File: config.mk
export PLATFORM = sky130hd
export DESIGN_NAME = mem_port_scheduler
export DESIGN_NICKNAME = d
export VERILOG_FILES = /design/src/rtl/mem_sched_pkg.sv /design/src/rtl/mem_owner_tracker.sv /design/src/rtl/mem_port_scheduler.sv
export SDC_FILE = /design/constraint.sdc
export NUM_CORES = 1
export LEC_CHECK = 0
export CAP_MARGIN = 15
export CORE_AREA = 4 4 109 111
export DETAILED_ROUTE_END_ITERATION = 8
export DIE_AREA = 0 0 113 115
export PLACE_DENSITY = 0.73
export SLEW_MARGIN = 20
export SYNTH_ARGS = -nofsm -noshare
export SYNTH_HDL_FRONTEND = slang
export SYNTH_HIERARCHICAL = 1
export SYNTH_SLANG_ARGS = --single-unit
File: constraint.sdc
create_clock -name clk -period 2.5 [get_ports clk]
set_input_delay 0.375 -clock clk [delete_from_list [all_inputs] [get_ports clk]]
set_output_delay 0.375 -clock clk [all_outputs]
set_load 0.02 [all_outputs]
File: src/rtl/mem_sched_pkg.sv
// Shared types for the memory port scheduler.
//   owner_e       : which requester owns an in-flight memory request
//   track_entry_t : one tracker slot, owner plus "discard response" flag
//   cnt_w()       : width of a 0..max_out occupancy counter
package mem_sched_pkg;

    typedef enum logic {
        OWN_IF = 1'b0,
        OWN_LS = 1'b1
    } owner_e;

    typedef struct packed {
        owner_e owner;
        logic   kill;
    } track_entry_t;

    function automatic int cnt_w(input int max_out);
        return $clog2(max_out + 1);
    endfunction

endpackage

File: src/rtl/mem_owner_tracker.sv
// In-order FIFO recording the owner of every issued memory request.
//   clk, rst         : clock, async active-high reset
//   push_i           : record a newly issued request owned by push_owner_i
//   pop_i            : head response consumed
//   kill_if_i        : mark every valid IF-owned entry (incl. one pushed now) as discard
//   head_o           : head entry (meaningful when !empty_o)
//   empty_o, full_o  : occupancy flags
//   count_o          : number of entries held
module mem_owner_tracker
    import mem_sched_pkg::*;
#(
    parameter  int DEPTH = 4,
    localparam int CNT_W = cnt_w(DEPTH),
    localparam int PTR_W = (DEPTH > 1) ? $clog2(DEPTH) : 1
) (
    input  logic               clk,
    input  logic               rst,
    input  logic               push_i,
    input  owner_e             push_owner_i,
    input  logic               pop_i,
    input  logic               kill_if_i,
    output track_entry_t       head_o,
    output logic               empty_o,
    output logic               full_o,
    output logic [CNT_W-1:0]   count_o
);

    track_entry_t [DEPTH-1:0] ent_q;
    logic [DEPTH-1:0]         vld_q;
    logic [PTR_W-1:0]         rd_q, wr_q;
    logic [CNT_W-1:0]         count_q;

    // Pointers wrap explicitly so DEPTH need not be a power of two.
    function automatic logic [PTR_W-1:0] ptr_inc(input logic [PTR_W-1:0] p);
        return (p == PTR_W'(DEPTH - 1)) ? '0 : p + PTR_W'(1);
    endfunction

    always_ff @(posedge clk or posedge rst) begin
        if (rst) begin
            ent_q   <= '0;
            vld_q   <= '0;
            rd_q    <= '0;
            wr_q    <= '0;
            count_q <= '0;
        end else begin
            for (int i = 0; i < DEPTH; i++) begin
                if (push_i && wr_q == PTR_W'(i)) begin
                    vld_q[i]       <= 1'b1;
                    ent_q[i].owner <= push_owner_i;
                    ent_q[i].kill  <= kill_if_i && (push_owner_i == OWN_IF);
                end else if (pop_i && rd_q == PTR_W'(i)) begin
                    vld_q[i]      <= 1'b0;
                    ent_q[i].kill <= 1'b0;
                end else if (kill_if_i && vld_q[i] && ent_q[i].owner == OWN_IF) begin
                    ent_q[i].kill <= 1'b1;
                end
            end
            if (push_i) wr_q <= ptr_inc(wr_q);
            if (pop_i)  rd_q <= ptr_inc(rd_q);
            case ({push_i, pop_i})
                2'b10:   count_q <= count_q + CNT_W'(1);
                2'b01:   count_q <= count_q - CNT_W'(1);
                default: count_q <= count_q;
            endcase
        end
    end

    assign head_o  = ent_q[rd_q];
    assign empty_o = (count_q == '0);
    assign full_o  = (count_q == CNT_W'(DEPTH));
    assign count_o = count_q;

endmodule

File: src/rtl/mem_port_scheduler.sv
// Shares one memory port between instruction fetch (IF) and load/store (LS).
//   clk, rst            : clock, async active-high reset
//   if_req_*            : fetch request handshake + address
//   if_resp_*           : fetch response handshake + data
//   if_flush_i          : discard responses of all in-flight fetches
//   ls_req_*            : LSU request handshake + addr/wdata/we/be
//   ls_resp_*           : LSU response handshake + load data
//   mem_req_*           : muxed memory request
//   mem_resp_*          : in-order memory response
//   outstanding_o       : in-flight request count
// LS wins arbitration unless IF has lost STARVE_LIMIT times in a row; a grant
// stalled by mem_req_ready is locked until it fires.
module mem_port_scheduler
    import mem_sched_pkg::*;
#(
    parameter  int ADDR_WIDTH      = 32,
    parameter  int DATA_WIDTH      = 32,
    parameter  int MAX_OUTSTANDING = 4,
    parameter  int STARVE_LIMIT    = 4,
    localparam int CNT_W           = cnt_w(MAX_OUTSTANDING),
    localparam int SC_W            = $clog2(STARVE_LIMIT + 1),
    localparam int BE_W            = DATA_WIDTH / 8
) (
    input  logic                  clk,
    input  logic                  rst,
    input  logic                  if_req_valid_i,
    output logic                  if_req_ready_o,
    input  logic [ADDR_WIDTH-1:0] if_req_addr_i,
    output logic                  if_resp_valid_o,
    input  logic                  if_resp_ready_i,
    output logic [DATA_WIDTH-1:0] if_resp_data_o,
    input  logic                  if_flush_i,
    input  logic                  ls_req_valid_i,
    output logic                  ls_req_ready_o,
    input  logic [ADDR_WIDTH-1:0] ls_req_addr_i,
    input  logic [DATA_WIDTH-1:0] ls_req_wdata_i,
    input  logic                  ls_req_we_i,
    input  logic [BE_W-1:0]       ls_req_be_i,
    output logic                  ls_resp_valid_o,
    input  logic                  ls_resp_ready_i,
    output logic [DATA_WIDTH-1:0] ls_resp_data_o,
    output logic                  mem_req_valid_o,
    input  logic                  mem_req_ready_i,
    output logic [ADDR_WIDTH-1:0] mem_req_addr_o,
    output logic [DATA_WIDTH-1:0] mem_req_wdata_o,
    output logic                  mem_req_we_o,
    output logic [BE_W-1:0]       mem_req_be_o,
    input  logic                  mem_resp_valid_i,
    output logic                  mem_resp_ready_o,
    input  logic [DATA_WIDTH-1:0] mem_resp_data_i,
    output logic [CNT_W-1:0]      outstanding_o
);

    logic         lock_q, lock_d;
    owner_e       lock_own_q, lock_own_d;
    logic [SC_W-1:0] starve_q, starve_d;

    owner_e       cand;
    logic         cand_valid, mem_fire, if_fire, resp_pop;
    track_entry_t head;
    logic         trk_empty, trk_full;

    always_comb begin
        if (lock_q)                                                   cand = lock_own_q;
        else if (starve_q == SC_W'(STARVE_LIMIT) && if_req_valid_i)   cand = OWN_IF;
        else if (ls_req_valid_i)                                      cand = OWN_LS;
        else                                                          cand = OWN_IF;
    end

    assign cand_valid = (cand == OWN_LS) ? ls_req_valid_i : if_req_valid_i;
    // rst gate keeps the port quiet while reset is held, even with requesters valid.
    assign mem_req_valid_o = !rst && cand_valid && !trk_full && !(cand == OWN_IF && if_flush_i);
    assign mem_fire        = mem_req_valid_o && mem_req_ready_i;
    assign if_req_ready_o  = mem_fire && (cand == OWN_IF);
    assign ls_req_ready_o  = mem_fire && (cand == OWN_LS);
    assign if_fire         = if_req_ready_o;

    // Fetch requests are always full-word reads.
    assign mem_req_addr_o  = (cand == OWN_LS) ? ls_req_addr_i  : if_req_addr_i;
    assign mem_req_wdata_o = (cand == OWN_LS) ? ls_req_wdata_i : '0;
    assign mem_req_we_o    = (cand == OWN_LS) ? ls_req_we_i    : 1'b0;
    assign mem_req_be_o    = (cand == OWN_LS) ? ls_req_be_i    : '1;

    always_comb begin
        lock_d     = lock_q;
        lock_own_d = lock_own_q;
        if (mem_fire) begin
            lock_d = 1'b0;
        end else if (mem_req_valid_o) begin
            lock_d     = 1'b1;
            lock_own_d = cand;
        end
        starve_d = starve_q;
        if (if_fire)                                               starve_d = '0;
        else if (if_req_valid_i && starve_q != SC_W'(STARVE_LIMIT)) starve_d = starve_q + SC_W'(1);
    end

    always_ff @(posedge clk or posedge rst) begin
        if (rst) begin
            lock_q     <= 1'b0;
            lock_own_q <= OWN_IF;
            starve_q   <= '0;
        end else begin
            lock_q     <= lock_d;
            lock_own_q <= lock_own_d;
            starve_q   <= starve_d;
        end
    end

    // Killed (or currently flushed) fetch responses are swallowed here.
    always_comb begin
        if_resp_valid_o  = 1'b0;
        ls_resp_valid_o  = 1'b0;
        mem_resp_ready_o = 1'b0;
        if (!trk_empty) begin
            if (head.owner == OWN_LS) begin
                ls_resp_valid_o  = mem_resp_valid_i;
                mem_resp_ready_o = ls_resp_ready_i;
            end else if (head.kill || if_flush_i) begin
                mem_resp_ready_o = 1'b1;
            end else begin
                if_resp_valid_o  = mem_resp_valid_i;
                mem_resp_ready_o = if_resp_ready_i;
            end
        end
    end

    assign if_resp_data_o = mem_resp_data_i;
    assign ls_resp_data_o = mem_resp_data_i;
    assign resp_pop       = mem_resp_valid_i && mem_resp_ready_o;

    mem_owner_tracker #(.DEPTH(MAX_OUTSTANDING)) u_tracker (
        .clk          (clk),
        .rst          (rst),
        .push_i       (mem_fire),
        .push_owner_i (cand),
        .pop_i        (resp_pop),
        .kill_if_i    (if_flush_i),
        .head_o       (head),
        .empty_o      (trk_empty),
        .full_o       (trk_full),
        .count_o      (outstanding_o)
    );

endmodule

; ---- Word level (Yosys, flattened, before mapping)
; Cells that the tools add are included.
[totals]
out_inout_bits = 142
register_bits = 24
elab_cells = 131
inputBits = 142
[op_classes]
bitwise_logic = 6
n_reduce_logical = 45
magnitude_cmp = 1
n_eq_ne = 11
n_addsub = 5
muxes = 45
[ops]
columns = op, n
row1 = 2-to-1 mux 32 bit, 2
row2 = 2-to-1 mux 1 bit, 35
row3 = logical AND 1 bit, 26
row4 = nonzero test 2 bit, 7
row5 = nonzero test 3 bit, 4
row6 = == test 2 bit (second input constant), 5
row7 = adder 3 x 1 -> 3 bit (second input constant), 2
row8 = == test 2 x 1 -> 1 bit (second input constant), 3
row9 = == test 3 bit (second input constant), 2
row10 = 2-to-1 mux 2 bit, 3
row11 = 2-to-1 mux 3 bit, 2
row12 = inverter 1 bit, 6
row13 = one-hot mux 3 bit (2 select lines), 1
row14 = adder 2 x 1 -> 2 bit (second input constant), 2
row15 = binary-select mux 2 bit (select 2 bit), 1
row16 = zero test 2 bit, 2
row17 = 2-to-1 mux 4 bit, 1
row18 = zero test 1 bit, 3
row19 = zero test 3 bit, 1
row20 = < comparator 2 x 3 -> 1 bit (second input constant), 1
row21 = != test 3 bit (second input constant), 1
row22 = subtractor 3 x 1 -> 3 bit (second input constant), 1
row23 = AND reduction 2 bit, 1
row24 = logical OR 1 bit, 1

; ---- Longest topological paths before layout
[logic_depth]
ltp_word = 11
depth_mapped = 14
ltp_nobuf = 12

; ---- Cells and area by module
; The synthesis kept the hierarchy.
[modules_own_cells]
columns = module, area_per_inst_um2, cells_each, seq_area_each_um2, instances
row1 = mem_port_scheduler, 1655.3, 194, 125.1, 1
row2 = mem_owner_tracker, 972.2, 93, 475.5, 1

; ---- Least setup slack after synthesis
; Ideal clock, no wire load.
[synth_timing]
path_type = flip-flop to flip-flop
start = reg u_tracker.rd_q[0]
end = reg u_tracker.count_q[2], in the netlist u_tracker/count_o[2]
t_arrival_ns = 2.949
synth_period_minus_slack_ns = 3.029
setup_time_ns = 0.080
slack_ns = -0.529
required_ns = 2.420
stages_incl_launch_ff = 11
n_path_buf = 0
path_cell_list = dfrtp_1 mux4_2 nor2b_1 nor3_1 and2_1 ha_1 inv_1 fa_1 xor2_1 nor2_1 xor2_1
[synth_lines]
columns = item, line_no
row1 = from (decl), mem_owner_tracker.sv:30  ; logic [PTR_W-1:0] rd_q, wr_q;
row2 = from (signal assigned), mem_owner_tracker.sv:59  ; if (pop_i) rd_q <= ptr_inc(rd_q);
row3 = to (signal assigned), mem_owner_tracker.sv:61  ; 2'b10: count_q <= count_q + CNT_W'(1);
row4 = to (signal assigned), mem_owner_tracker.sv:62  ; 2'b01: count_q <= count_q - CNT_W'(1);
row5 = to (signal assigned), mem_owner_tracker.sv:63  ; default: count_q <= count_q;
row6 = to (decl), mem_owner_tracker.sv:31  ; logic [CNT_W-1:0] count_q;

==> results.md <==
- Outcome: finished clean
- Die Y: roughly 120 microns
- # diodes: 0
- Yosys cell types: 44
- Worst Skew: roughly 0.0096 ns
- Initial drt markers: 77
- Pwr dens: 1040 mW/mm^2
- DRT antenna net count: 0
- Max Fclk: approximately 400 MHz
- Number of hold buffers added after cts: 0
- Core footprint: roughly 0.011 sq mm
- Asr flop ratio synth: 1.00
- First-pass GRT wire length: about 16000 microns
- Commonest cells in the netlist: 65 x buf_4, 34 x and2_1, 24 x dfrtp_1, 24 x nand2_1
- CP max FO: 3
- Total track usage: 0.169
- DR pass1 iterations: 4
- Fin. max-slew vios: 0
- CTS Sinks: 24
- Cell area after synthesis: about 0.0026 sq mm
- Finished Layout Cells: 574
- Layout cells sized above 1: 0.286
- Worst setup EP type: output pin
- Gate Count Post-Synth: roughly 290
- Setup violators final: 0
- Worst r2r path cells: 8
- H-tree Lvls: 1
- Slew @ Worst Pin: 0.784 ns
- Number of flops mapped to enable cells by yosys: 0
- CTS Buffer Depth: 2
- Layout area overhead: 63.2%
- Drt via density: 4.36
- Crit-path cells: mux4_2 > nor4_1 > buf_4 > dlygate4sd2_1
- CP Buf/Inv Count: 2
- Worst ir drop on vdd: 474 uV
- Largest net degree at the start of global routing: 24
- IO Pins: between 200 and 300
- CP max stage cell: mux4_2
- Vias: ~2500
- Crit. Startpoint: u_tracker/rd_q[0]
- Initial antenna violation count: 2
- Syn_nets: 441
- Fill cells: 1088
- Port Buf Inserts: approximately 190
- Worst r2r dst: u_tracker/count_o[1]
- Number of global-route vias before repair: 2664
- Clock latency at the later pin of the worst-skew pair: 0.27 ns
- Req. time, crit path: 2.12 ns
- Most common cell in the synthesized netlist: buf_4
- Yosys reg bits: 24
- Setup ws final: 0.0120 ns
- Max-cap violations: 0
- Initial Utilization: 0.243
- Placed Instances: 561
- Setup TNS: 0 ns
- Minimum clock period: 2.49 ns
- Clock-pin slew on the worst setup and hold paths: 0.09 ns
- Reg-to-reg startpoint: u_tracker/rd_q[0]
- Worst hold path type: input pin to asynchronous set/reset pin
- Post-placement setup slack: -0.273 ns
- WS Path Type: flop to output pin
- Nets: ~590
- Ys Warns: 6
- Die ar.: 0.0130 sq mm
- Rel. slew slack: 0.477
- R2R setup slack: 0.09 ns
- Max stage delay on crit path: ~0.57 ns
- Post-synth top area share: 0.229
- # DRC: 0
- Mapped Avg Cell Area: 9.16 sq um
- CP arrival: 2.11 ns
- Lkg Pwr: around 2 nW
- Pwr Total: 4.48 mW
- Critical Path Start Type: flop
- GP Congestion: roughly 0.95
- RSZ-0062 raised after global routing: yes
- Avg WL per Cell: 20.1 microns
- Rows: 38
- Main synth FF type: dfrtp_1
- Synth area leader: dfrtp_1
- Multi-input logic area: 0.00147 sq mm
- Sequential cell area: 601 sq um
- Remaining Overflow, GRT: 0
- Die span in x: about 110 microns
- Hold Fails Final Rpt: 0
- Cell family with most CP delay: multiplexers
- Root Buffer: clkbuf_8
- CTS tree: done
- HPWL after DPL: 10100 microns
- CTS Buf Count: 3
- Synth top area cells: dfrtp_1 23%, buf_4 19%, and2_1 8.1%, mux2_4 8.0%, mux2_2 7.7%
- Tcrit/Tclk final: 0.995
- Total Wirelength: 11600 microns
- Sequential area share after synthesis: 0.229
-- layout by cell type, fill, tap and decap left out, drive strengths merged, types with 2 or more instances in the layout --
master | synthesis | layout
a211oi | 3 | 3
a21oi | 4 | 4
a31oi | 6 | 6
and2 | 35 | 35
and3 | 3 | 3
buf | 70 | 52
clkbuf | 2 | 21
clkdlybuf4s15 | 0 | 5
clkdlybuf4s50 | 0 | 113
dfrtp | 24 | 24
dlygate4sd2 | 0 | 28
ha | 11 | 11
inv | 20 | 20
mux2 | 36 | 36
mux2i | 3 | 3
mux4 | 2 | 2
nand2 | 24 | 24
nand2b | 7 | 7
nand3 | 3 | 3
nor2 | 5 | 5
nor2b | 3 | 3
nor3 | 3 | 3
nor4 | 2 | 2
o21ai | 4 | 4
o22ai | 5 | 5
xor2 | 2 | 2
-- registers in the layout, indices dropped and copies added (netlist names) --
register,cells
lock_own_q,1
u_tracker/vld_q,4
u_tracker/ent_q,8
lock_q,1
u_tracker/rd_q,2
starve_q,3
u_tracker/count_o,3
u_tracker/wr_q,2
-- layout make-up --
class                   count  share of cell area
clock buffers               4              0.0128
flip-flops and latches     24               0.140
multi-input cells         171               0.342
well taps                 140              0.0409
repair buffers            215               0.447
inverters                  20              0.0175
-- where the power goes --
part           switching (mW)  internal, mW  leakage, nW  total [mW]
combinational            1.72          1.73         1.70        3.45
clock                   0.127         0.141       0.0288       0.268
sequential              0.171         0.583        0.291       0.754
total                    2.02          2.45         2.02        4.48
-- metrics by stage --
stage	hold WS (ns)	util	instance area, sq um
CTS	0.481	0.401	4330
detailed placement	0.467	0.400	4320
floorplan	0.154	-	2660
finish	0.472	0.397	4290
global placement	0.460	0.400	4320
global route	0.492	0.397	4290
-- worst max path at each step --
| stage | end | cells after the start | slack, ns |
|---|---|---|---|
| floorplan | u_tracker/count_o[2] | 10 | -0.12 |
| global placement | mem_req_addr_o[9] | 6 | -0.23 |
| detailed placement | mem_req_addr_o[12] | 6 | -0.27 |
| CTS | mem_req_addr_o[31] | 8 | 0.001 |
| global route | u_tracker/count_o[2] | 10 | -0.09 |
| finish | if_resp_valid_o | 4 | 0.01 |
-- cells by family (layout without fill, tap and decap cells) --
kind of cell             after synthesis  count (layout)  synth area share
buffers and inverters                 92             239             0.241
adder cells (fa/ha/maj)               12              12            0.0600
flip-flops                            24              24             0.229
multiplexers                          41              41             0.203
AO/OA/AOI/OAI                         25              25            0.0667
XOR/XNOR                               3               3            0.0100
AND/OR/NAND/NOR                       90              90             0.191
-- worst min-delay path, delay by kind of cell --
kind	cells	cell delay, ns
buffers and inverters	3	0.73
-- repair_timing --
action | 4_1_cts | 5_1_grt
gates resized for setup | 154 | 44
endpoints found under the setup margin | 76 | 52
pin swaps | 2 | 5
setup buffers | 5 | 2
hold endpoints to repair | 0 | 0
gates cloned | 2 | 0
-- routing by layer --
metal	wire length [microns]	vias to the layer above	part of all wire	GRT usage
li1	-	1181	-	-
met1	3960	1137	0.34	0.172
met2	5040	160	0.44	0.263
met3	2310	23	0.20	0.149
met4	172	2	0.015	0.0304
met5	81	-	0.0070	0.0444
No activity file was read; power rests on OpenSTA's default activity.
